**src/rtl/lrpt_pkg.sv**
```systemverilog
// Shared LRPT soft-symbol definitions: unique word, soft levels, frame sizes,
// rotation encoding and the saturating soft negation used by rotator/derotator.
package lrpt_pkg;

  localparam logic [7:0] SOFT_ONE            = 8'h7f;
  localparam logic [7:0] SOFT_ZERO           = 8'h80;
  localparam logic [7:0] UW_WORD             = 8'h27;
  localparam int         UW_LEN              = 8;
  localparam int         BYTES_PER_FRAME_DEF = 80;
  localparam int         NUM_FRAMES_DEF      = 32;

  typedef enum logic [1:0] {
    ROT_0   = 2'd0,
    ROT_90  = 2'd1,
    ROT_180 = 2'd2,
    ROT_270 = 2'd3
  } rot_t;

  // -128 has no positive counterpart, so it saturates to +127
  function automatic logic signed [7:0] soft_neg(input logic signed [7:0] x);
    return (x == 8'sh80) ? 8'sh7f : -x;
  endfunction

  function automatic logic [7:0] uw_soft(input logic b);
    return b ? SOFT_ONE : SOFT_ZERO;
  endfunction

endpackage

```
**src/rtl/qpsk_rot.sv**
```systemverilog
// Combinational k*90 degree rotator for one soft (I,Q) pair; shared with the
// receive-side derotator.
module qpsk_rot
  import lrpt_pkg::*;
(
  input  rot_t              rot_i,
  input  logic signed [7:0] i_i,
  input  logic signed [7:0] q_i,
  output logic signed [7:0] i_o,
  output logic signed [7:0] q_o
);

  always_comb begin
    i_o = i_i;
    q_o = q_i;
    case (rot_i)
      ROT_90: begin
        i_o = soft_neg(q_i);
        q_o = i_i;
      end
      ROT_180: begin
        i_o = soft_neg(i_i);
        q_o = soft_neg(q_i);
      end
      ROT_270: begin
        i_o = q_i;
        q_o = soft_neg(i_i);
      end
      default: begin
        i_o = i_i;
        q_o = q_i;
      end
    endcase
  end

endmodule

```
**src/rtl/uw_framer.sv**
```systemverilog
// Transmit framer: buffers soft QPSK pairs, inserts the unique word at the
// start of every frame and rotates the whole frameset by a latched k*90 deg.
module uw_framer
  import lrpt_pkg::*;
#(
  parameter int         BYTES_PER_FRAME = BYTES_PER_FRAME_DEF,
  parameter int         NUM_FRAMES      = NUM_FRAMES_DEF,
  parameter logic [7:0] SYNC_WORD       = UW_WORD
) (
  input  logic              clk,
  input  logic              rst_in,
  input  logic signed [7:0] soft_in_0,
  input  logic signed [7:0] soft_in_1,
  input  logic              valid_in,
  output logic              ready_out,
  input  logic [1:0]        rot_in,
  output logic signed [7:0] soft_out,
  output logic              valid_out,
  input  logic              ready_rx,
  output logic              new_frameset
);

  localparam int SW = $clog2(BYTES_PER_FRAME);
  localparam int FW = (NUM_FRAMES > 1) ? $clog2(NUM_FRAMES) : 1;
  localparam logic [SW-1:0] SYM_LAST   = SW'(BYTES_PER_FRAME - 1);
  localparam logic [SW-1:0] UW_LAST    = SW'(UW_LEN - 1);
  localparam logic [FW-1:0] FRAME_LAST = FW'(NUM_FRAMES - 1);

  typedef enum logic [1:0] {S_IDLE, S_SYNC, S_DATA} state_t;

  state_t            state_q;
  logic [SW-1:0]     sym_cnt_q;
  logic [FW-1:0]     frame_cnt_q;
  rot_t              rot_q;
  logic              valid_q;
  logic signed [7:0] soft_q;
  logic              nfs_q;

  logic signed [7:0] fifo_i_q [2];
  logic signed [7:0] fifo_q_q [2];
  logic              wr_ptr_q;
  logic              rd_ptr_q;
  logic [1:0]        fill_q;
  logic [1:0]        fill_d;
  logic              ready_q;
  logic              push;
  logic              pop;
  logic              fifo_ne;

  logic              out_free;
  logic              emit;
  logic [1:0]        uw_pair;
  rot_t              rot_sel;
  logic signed [7:0] src_i;
  logic signed [7:0] src_q;
  logic signed [7:0] rot_i_val;
  logic signed [7:0] rot_q_val;
  logic signed [7:0] sym_val;

  assign push    = valid_in && ready_q;
  assign fifo_ne = (fill_q != 2'd0);
  assign fill_d  = fill_q + 2'(push) - 2'(pop);

  always_ff @(posedge clk) begin
    if (push) begin
      fifo_i_q[wr_ptr_q] <= soft_in_0;
      fifo_q_q[wr_ptr_q] <= soft_in_1;
    end
  end

  always_ff @(posedge clk) begin
    if (rst_in) begin
      wr_ptr_q <= 1'b0;
      rd_ptr_q <= 1'b0;
      fill_q   <= 2'd0;
      ready_q  <= 1'b0;
    end else begin
      if (push) wr_ptr_q <= ~wr_ptr_q;
      if (pop)  rd_ptr_q <= ~rd_ptr_q;
      fill_q  <= fill_d;
      ready_q <= (fill_d != 2'd2);
    end
  end

  // UW pair j carries SYNC_WORD bits 7-2j (I) and 6-2j (Q)
  assign uw_pair = sym_cnt_q[2:1];
  assign src_i   = (state_q == S_DATA) ? fifo_i_q[rd_ptr_q] : uw_soft(SYNC_WORD[{~uw_pair, 1'b1}]);
  assign src_q   = (state_q == S_DATA) ? fifo_q_q[rd_ptr_q] : uw_soft(SYNC_WORD[{~uw_pair, 1'b0}]);
  assign rot_sel = (state_q == S_IDLE) ? rot_t'(rot_in) : rot_q;

  qpsk_rot u_rot (
    .rot_i (rot_sel),
    .i_i   (src_i),
    .q_i   (src_q),
    .i_o   (rot_i_val),
    .q_o   (rot_q_val)
  );

  assign sym_val  = sym_cnt_q[0] ? rot_q_val : rot_i_val;
  assign out_free = !valid_q || ready_rx;
  assign emit     = out_free && ((state_q == S_SYNC) || (state_q != S_SYNC && fifo_ne));
  assign pop      = out_free && (state_q == S_DATA) && fifo_ne && sym_cnt_q[0];

  // The IDLE->SYNC edge already loads UW symbol 0, so SYNC resumes at symbol 1
  always_ff @(posedge clk) begin
    if (rst_in) begin
      state_q     <= S_IDLE;
      sym_cnt_q   <= '0;
      frame_cnt_q <= '0;
      rot_q       <= ROT_0;
      valid_q     <= 1'b0;
      soft_q      <= '0;
      nfs_q       <= 1'b0;
    end else begin
      if (out_free) begin
        valid_q <= emit;
        nfs_q   <= emit && (state_q == S_IDLE);
        if (emit) soft_q <= sym_val;
      end
      if (emit) begin
        case (state_q)
          S_IDLE: begin
            rot_q       <= rot_t'(rot_in);
            sym_cnt_q   <= SW'(1);
            frame_cnt_q <= '0;
            state_q     <= S_SYNC;
          end
          S_SYNC: begin
            sym_cnt_q <= sym_cnt_q + SW'(1);
            if (sym_cnt_q == UW_LAST) state_q <= S_DATA;
          end
          default: begin
            if (sym_cnt_q == SYM_LAST) begin
              sym_cnt_q <= '0;
              if (frame_cnt_q == FRAME_LAST) begin
                frame_cnt_q <= '0;
                state_q     <= S_IDLE;
              end else begin
                frame_cnt_q <= frame_cnt_q + FW'(1);
                state_q     <= S_SYNC;
              end
            end else begin
              sym_cnt_q <= sym_cnt_q + SW'(1);
            end
          end
        endcase
      end
    end
  end

  assign ready_out    = ready_q;
  assign valid_out    = valid_q;
  assign soft_out     = soft_q;
  assign new_frameset = nfs_q;

endmodule

```
**config.mk**
```make
export PLATFORM = sky130hd
export DESIGN_NAME = uw_framer
export DESIGN_NICKNAME = d
export VERILOG_FILES = /design/src/rtl/lrpt_pkg.sv /design/src/rtl/qpsk_rot.sv /design/src/rtl/uw_framer.sv
export SDC_FILE = /design/constraint.sdc
export NUM_CORES = 1
export LEC_CHECK = 0
export ABC_AREA = 1
export CAP_MARGIN = 30
export CORE_ASPECT_RATIO = 0.7
export CORE_MARGIN = 8
export CORE_UTILIZATION = 47
export CTS_CLUSTER_DIAMETER = 80
export DETAILED_ROUTE_END_ITERATION = 8
export GPL_ROUTABILITY_DRIVEN = 1
export PLACE_DENSITY = 0.7
export SLEW_MARGIN = 10
export SYNTH_ARGS = -nofsm -noshare
export SYNTH_HDL_FRONTEND = slang
export SYNTH_HIERARCHICAL = 1
export SYNTH_SLANG_ARGS = --single-unit
```
**constraint.sdc**
```tcl
create_clock -name clk -period 2.5 [get_ports clk]
set_input_delay 0.5 -clock clk [delete_from_list [all_inputs] [get_ports clk]]
set_output_delay 0.5 -clock clk [all_outputs]
set_load 0.01 [all_outputs]
```
Word-level counts from Yosys, hierarchy flattened --
Memories as Yosys holds them, arrays and structs flattened. A register that Yosys moved wholly into a read port is not among the register bits. Index checks and enable logic that the tools add are counted. W data, S select, Z words.
Word-level totals: register bits after elaboration 31, logic and storage cells 84, input bits 22, memory bits (writable) 32, output and inout port bits 11, memories 2
Operators by class: equality and inequality tests 13, reduce and logical (&&, ||, !) cells 17, add/sub/neg operators 6, multiplexer cells 29, bitwise gates (word level) 4, $lt $le $gt $ge 2
Memories:
- fifo_i_q | words 2, bits a word 8, rd ports 1, clocked after Yosys merged registers in 1, wr ports 1, line uw_framer.sv:39 | logic signed [7:0] fifo_i_q [2];
- fifo_q_q | words 2, bits a word 8, rd ports 1, clocked after Yosys merged registers in 1, wr ports 1, line uw_framer.sv:40 | logic signed [7:0] fifo_q_q [2];
Operator list (count):
- $mux W8 | 7
- $pmux W8 S3 | 2
- $eq A8 B8 Y1 const B | 2
- $neg A8 Y8 | 2
- $pmux W7 S2 | 1
- $mux W5 | 2
- $pmux W5 S2 | 1
- $mux W1 | 9
- $lt A3 B4 Y1 const B | 2
- $add A7 B1 Y7 const B | 1
- $eq A7 B3 Y1 const B | 1
- $eq A7 B7 Y1 const B | 1
- $logic_and A1 B1 Y1 | 7
- $mux W7 | 1
- $eq A2 B2 Y1 const B | 3
- $mux W2 | 3
- $reduce_and A3 Y1 | 2
- $add A5 B1 Y5 const B | 1
- $eq A5 B5 Y1 const B | 1
- $bmux W1 S2 | 2
- $eq A2 B1 Y1 const B | 2
- $ne A2 B1 Y1 const B | 2
- $pmux W2 S2 | 1
- $reduce_bool A2 Y1 | 2
- other kinds (10) | 13

Longest topological paths before layout --
depth in word-level cells 9, mapped depth 18, mapped depth without buffers 18

Modules after synthesis --
Netlist, hierarchy kept.
Modules (own cells, without submodules):
- uw_framer | instances 1, area each 2871.5 um2, cells each 334, seq. area each 1601.5 um2
- qpsk_rot | instances 1, area each 822.0 um2, cells each 173, seq. area each 0.0 um2

Worst setup path after synthesis --
OpenSTA, ideal clock, no wires.
path kind reg-to-reg, start reg state_q[1], end reg soft_q[1], in the netlist soft_out[1], path slack 0.001 ns, stages on the path, launching flop included 18, setup time 0.116 ns, arrival time 2.384 ns, required time 2.384 ns, buffers on the path 1, clock period less this slack 2.499 ns, cells stage by stage dfxtp_1 inv_2 nor2_4 buf_4 o21ai_0 o21ai_0 inv_1 ha_1 nand2_1 nor2_2 nand2_2 nand2_1 a22oi_1 nand3_1 nand2_1 nand2_1 o21ai_0 nor2_1
Between the ends: longest elaborated chain between the ends 6, elaborated cells on any way between the ends 23, classes of those cells 2 x add/sub; 8 x eq/ne; 8 x mux; 5 x reduce/logical
RTL lines:
- start: declaration | line uw_framer.sv:31 | state_t state_q;
- start signal: assignment | line uw_framer.sv:107 | state_q <= S_IDLE;
- start signal: assignment | line uw_framer.sv:126 | state_q <= S_SYNC;
- start signal: assignment | line uw_framer.sv:130 | if (sym_cnt_q == UW_LAST) state_q <= S_DATA;
- $eq A2 B2 Y1 * | line uw_framer.sv:88 | assign src_q = (state_q == S_DATA) ? fifo_q_q[rd_ptr_q] : uw_soft(SYNC_WORD[{~uw_pair, 1'b0}]);
- $mux W8 * | line uw_framer.sv:88
- named net src_q[0] | line uw_framer.sv:55 | logic signed [7:0] src_q;
- $neg A8 Y8 / $eq A8 B8 Y1 (equally long branches) | line lrpt_pkg.sv:21 | return (x == 8'sh80) ? 8'sh7f : -x;
- $mux W8 * | line lrpt_pkg.sv:21
- $pmux W8 S3 * | line qpsk_rot.sv:16 | case (rot_i)
- named net rot_i_val[1] | line uw_framer.sv:56 | logic signed [7:0] rot_i_val;
- $mux W8 * | line uw_framer.sv:99 | assign sym_val = sym_cnt_q[0] ? rot_q_val : rot_i_val;
- end signal: assignment | line uw_framer.sv:118 | if (emit) soft_q <= sym_val;
- end: declaration | line uw_framer.sv:36 | logic signed [7:0] soft_q;
The timed path passes the listed nets; every way through them passes the cells marked *. A chain may end at the register's enable or synchronous reset.

Worst setup path after layout --
start reg state_q[1], end reg soft_q[4], in the netlist soft_out[4]
Between the ends: longest elaborated chain between the ends 6, elaborated cells on any way between the ends 23, classes of those cells 2 x add/sub; 8 x eq/ne; 8 x mux; 5 x reduce/logical
RTL lines:
- $eq A2 B2 Y1 * | line uw_framer.sv:87 | assign src_i = (state_q == S_DATA) ? fifo_i_q[rd_ptr_q] : uw_soft(SYNC_WORD[{~uw_pair, 1'b1}]);
- $mux W8 * | line uw_framer.sv:87
- named net src_i[0] | line uw_framer.sv:54 | logic signed [7:0] src_i;
- $neg A8 Y8 / $eq A8 B8 Y1 (equally long branches) | line lrpt_pkg.sv:21
- $mux W8 * | line lrpt_pkg.sv:21
- $pmux W8 S3 * | line qpsk_rot.sv:16
- named net rot_q_val[4] | line uw_framer.sv:57 | logic signed [7:0] rot_q_val;
- $mux W8 * | line uw_framer.sv:99
Marks and branches as above.

==> qor.txt <==
Critical path's slowest cell: dfxtp_2
Mapped Area: 3694 sq um
Buffers on Ports: 32
Crit path buf inv count: 5
Register area share after synthesis: 0.4336
Clock root buffer: clkbuf_8
Static Leakage: 1.956 nW
Syn Inst Count: 507
GPL Wtd Cong: 0.9537
1st-iter DRT viols: 400
Core Region: 7736 sq um
GR Overflow Total: 0
Startpoint class of the critical path: flip-flop
Vias: 3614
Largest area contributor in the netlist: edfxtp_1
Final worst clock skew: 8.307 ps
Largest net degree at the start of global routing: 25
CP Max Fanout: 10
Hold slack: 451.9 ps
H-tree depth: 3
GR peak layer: met1
GR Util met3: 0.04934
Outcome: finished clean
HP Class: reg -> reg
DRC: 0
WP depth: 16
Period utilization: 0.9192
Flops & latches, synth: 64
First-pass GRT wire length: 16.34 mm
DR pass1 iterations: 5
Worst reg2reg path depth: 16
Hold Crit Depth: 2
Die ar.: 11000 sq um
Vias in the first global route: 3357
P&R area growth vs syn: 27.24%
Clock slew seen by the registers of the worst setup and hold paths: 80 ps
Tightest Pin Transition: 743.8 ps
Final Max Tran Viols: 0
Largest stage delay, worst path: 340 ps
Synthesized area per cell: 7.285 sq um
Rows: 27
Synth area leaders: edfxtp_1, dfxtp_1, nand2_1
Initial antenna violation count: 0
Number of setup violations in the final report: 0
CTS tree: done
Clock Latency Late Sink: 350 ps
Synth Net Count: 536
Total CTS buffers: 9
N_diodes: 0
Cell variety after synth: 31
Fill count: 680
R2R Setup Slk: 200 ps
CTS Buffer Depth: 2
Crit path time final: 2298 ps
WL/cell: 14.54 microns
Sinks on Clock Net: 64
Slew HR: 0.5036
Die X: 122.0 microns
Synth top area share: 0.2602
Post-DP Area: 4377 sq um
Antenna viol nets, final: 0
Final layout net count: 613
Die height: 90.17 microns
Hold Fails Final Rpt: 0
Power per cell area: 736.5 nW/um^2
CP Class: reg -> reg
Total Wirelength: 10.03 mm
Global Route Usage Sum: 0.1850
Via density: 5.238
Met2 Use GR: 0.2596
# IOs: 33
Fraction of layout cells with a size suffix above 1: 0.1749
Max-capacitance violation count: 0
Required @ worst endpoint: 2740 ps
Synth warn: 6
Cells along the critical path: inv_2 -> nor2_4 -> buf_12 -> o21ai_0 -> o21ai_1 -> inv_1 -> ha_2 -> inv_2 -> nor3_4 -> buf_4 -> o211ai_1 -> nand4_1 -> nand2_1 -> nand2_1 -> o21ai_1 -> nor2_1
Max VDD drop: 0.4450 mV
M1 GR Usage: 0.2650
Max Freq: 435.2 MHz
Dpl hpwl: 7.267 mm
CP top delay family: compound AO/OA/AOI/OAI gates
Final instance area: 4700 sq um
Initial Utilization: 0.4774
Critical path arrival: 2540 ps
Worst Setup End Kind: flip-flop
flip-flops by register name (all words and copies together), names as in the netlist, named ones only:
signal / cells
wr_ptr_q: 1
state_q: 2
fifo_i_q: 16
valid_out: 1
new_frameset: 1
soft_out: 8
sym_cnt_q: 7
rd_ptr_q: 1
rot_q: 2
ready_out: 1
fifo_q_q: 16
frame_cnt_q: 5
fill_q: 2
layout by cell type, fill, tap and decap left out, types with 9 or more instances in the layout:
cell type / count
edfxtp_1: 32
nand4_1: 22
clkdlybuf4s50_1: 32
nor2_4: 9
nand3_1: 39
buf_4: 43
clkbuf_8: 9
dfxtp_1: 30
o21ai_1: 14
nor2_1: 69
inv_1: 45
a21oi_1: 12
nand2_1: 130
o21ai_0: 39
final timing paths:
| kind | to | start |
|---|---|---|
| setup / recovery | soft_out[4] | state_q[1] |
| hold reg to reg | rot_q[0] | rot_q[0] |
| hold / removal | rot_q[0] | rot_q[0] |
| setup reg to reg | soft_out[4] | state_q[1] |
tightest hold or removal path, cell delays in order (launching register included):
cell and delay, ps:
dfxtp_1 300, inv_1 50, a21oi_1 50
through the flow:
stage	cells	total power (W)	utilization	worst slack, ps	TNS, ps
6_report	690	0.003461	0.6075	201.9	0
5_1_grt	690	0.003695	0.6075	-3.721	-3.721
4_1_cts	682	0.003360	0.5889	38.88	0
3_5_place_dp	666	0.002560	0.5657	-74.36	-162.3
3_3_place_gp	666	0.002540	0.5657	-28.08	-61.19
2_1_floorplan	507	0.002100	-	0.6259	0
routing by layer:
metal | part of all wire | vias to the layer above
li1 | - | 1835
met1 | 0.47 | 1621
met2 | 0.42 | 154
met3 | 0.10 | 4
met4 | 0.0058 | 0
met5 | 0 | -
power breakdown:
part | switching (W) | internal, W
logic | 0.000860 | 0.000565
clock network | 0.000435 | 0.000363
registers | 0.0000476 | 0.00119
total | 0.00134 | 0.00212
cell usage after synthesis:
| library cell | instances |
|---|---|
| a31oi_1 | 2 |
| nand3_1 | 40 |
| or2_1 | 1 |
| buf_4 | 4 |
| nor3_2 | 1 |
| o21ai_4 | 1 |
| edfxtp_1 | 32 |
| a21oi_1 | 12 |
| and2_1 | 1 |
| ha_1 | 7 |
| xor2_1 | 1 |
| buf_2 | 5 |
| nand4_1 | 22 |
| nor3_1 | 2 |
| o211ai_1 | 5 |
| buf_6 | 2 |
| a22oi_1 | 1 |
| nor2_4 | 5 |
| clkinv_1 | 1 |
| o21ai_0 | 48 |
| inv_1 | 49 |
| nand2_1 | 131 |
| clkbuf_1 | 3 |
| nand2_4 | 1 |
| o21ai_1 | 6 |
| nor2_2 | 7 |
| nor2_1 | 73 |
| inv_2 | 5 |
| xnor2_1 | 2 |
| nand2_2 | 5 |
| dfxtp_1 | 32 |
timing repair:
| action | in CTS | in global routing |
|---|---|---|
| resized for setup | 3 | 30 |
| setup buffers | 0 | 5 |
| hold buffers | 0 | 0 |
| cloned | 0 | 2 |
| setup endpoints to repair | 5 | 8 |
| pin swaps | 0 | 10 |
layout make-up:
class                      count  area (sq um)  share of cell area
tap                          101         126.4             0.02689
clock inverter                 6         45.04            0.009585
timing repair buffer          79         719.4              0.1531
multi-input combinational    374          1859              0.3956
inverter                      55         212.7             0.04526
clock buffer                  10         127.6             0.02716
sequential                    64          1604              0.3413
timing repair inverter         1         5.005            0.001065
cells by family after synthesis:
| group | Yosys count | synth area share |
|---|---|---|
| xor+xnor | 3 | 0.007115 |
| fa+ha+maj | 7 | 0.02371 |
| buf+inv | 69 | 0.07994 |
| simple gates | 289 | 0.3462 |
| flops | 64 | 0.4336 |
| compound gates | 75 | 0.1094 |
(Power assumes the default switching activity.)
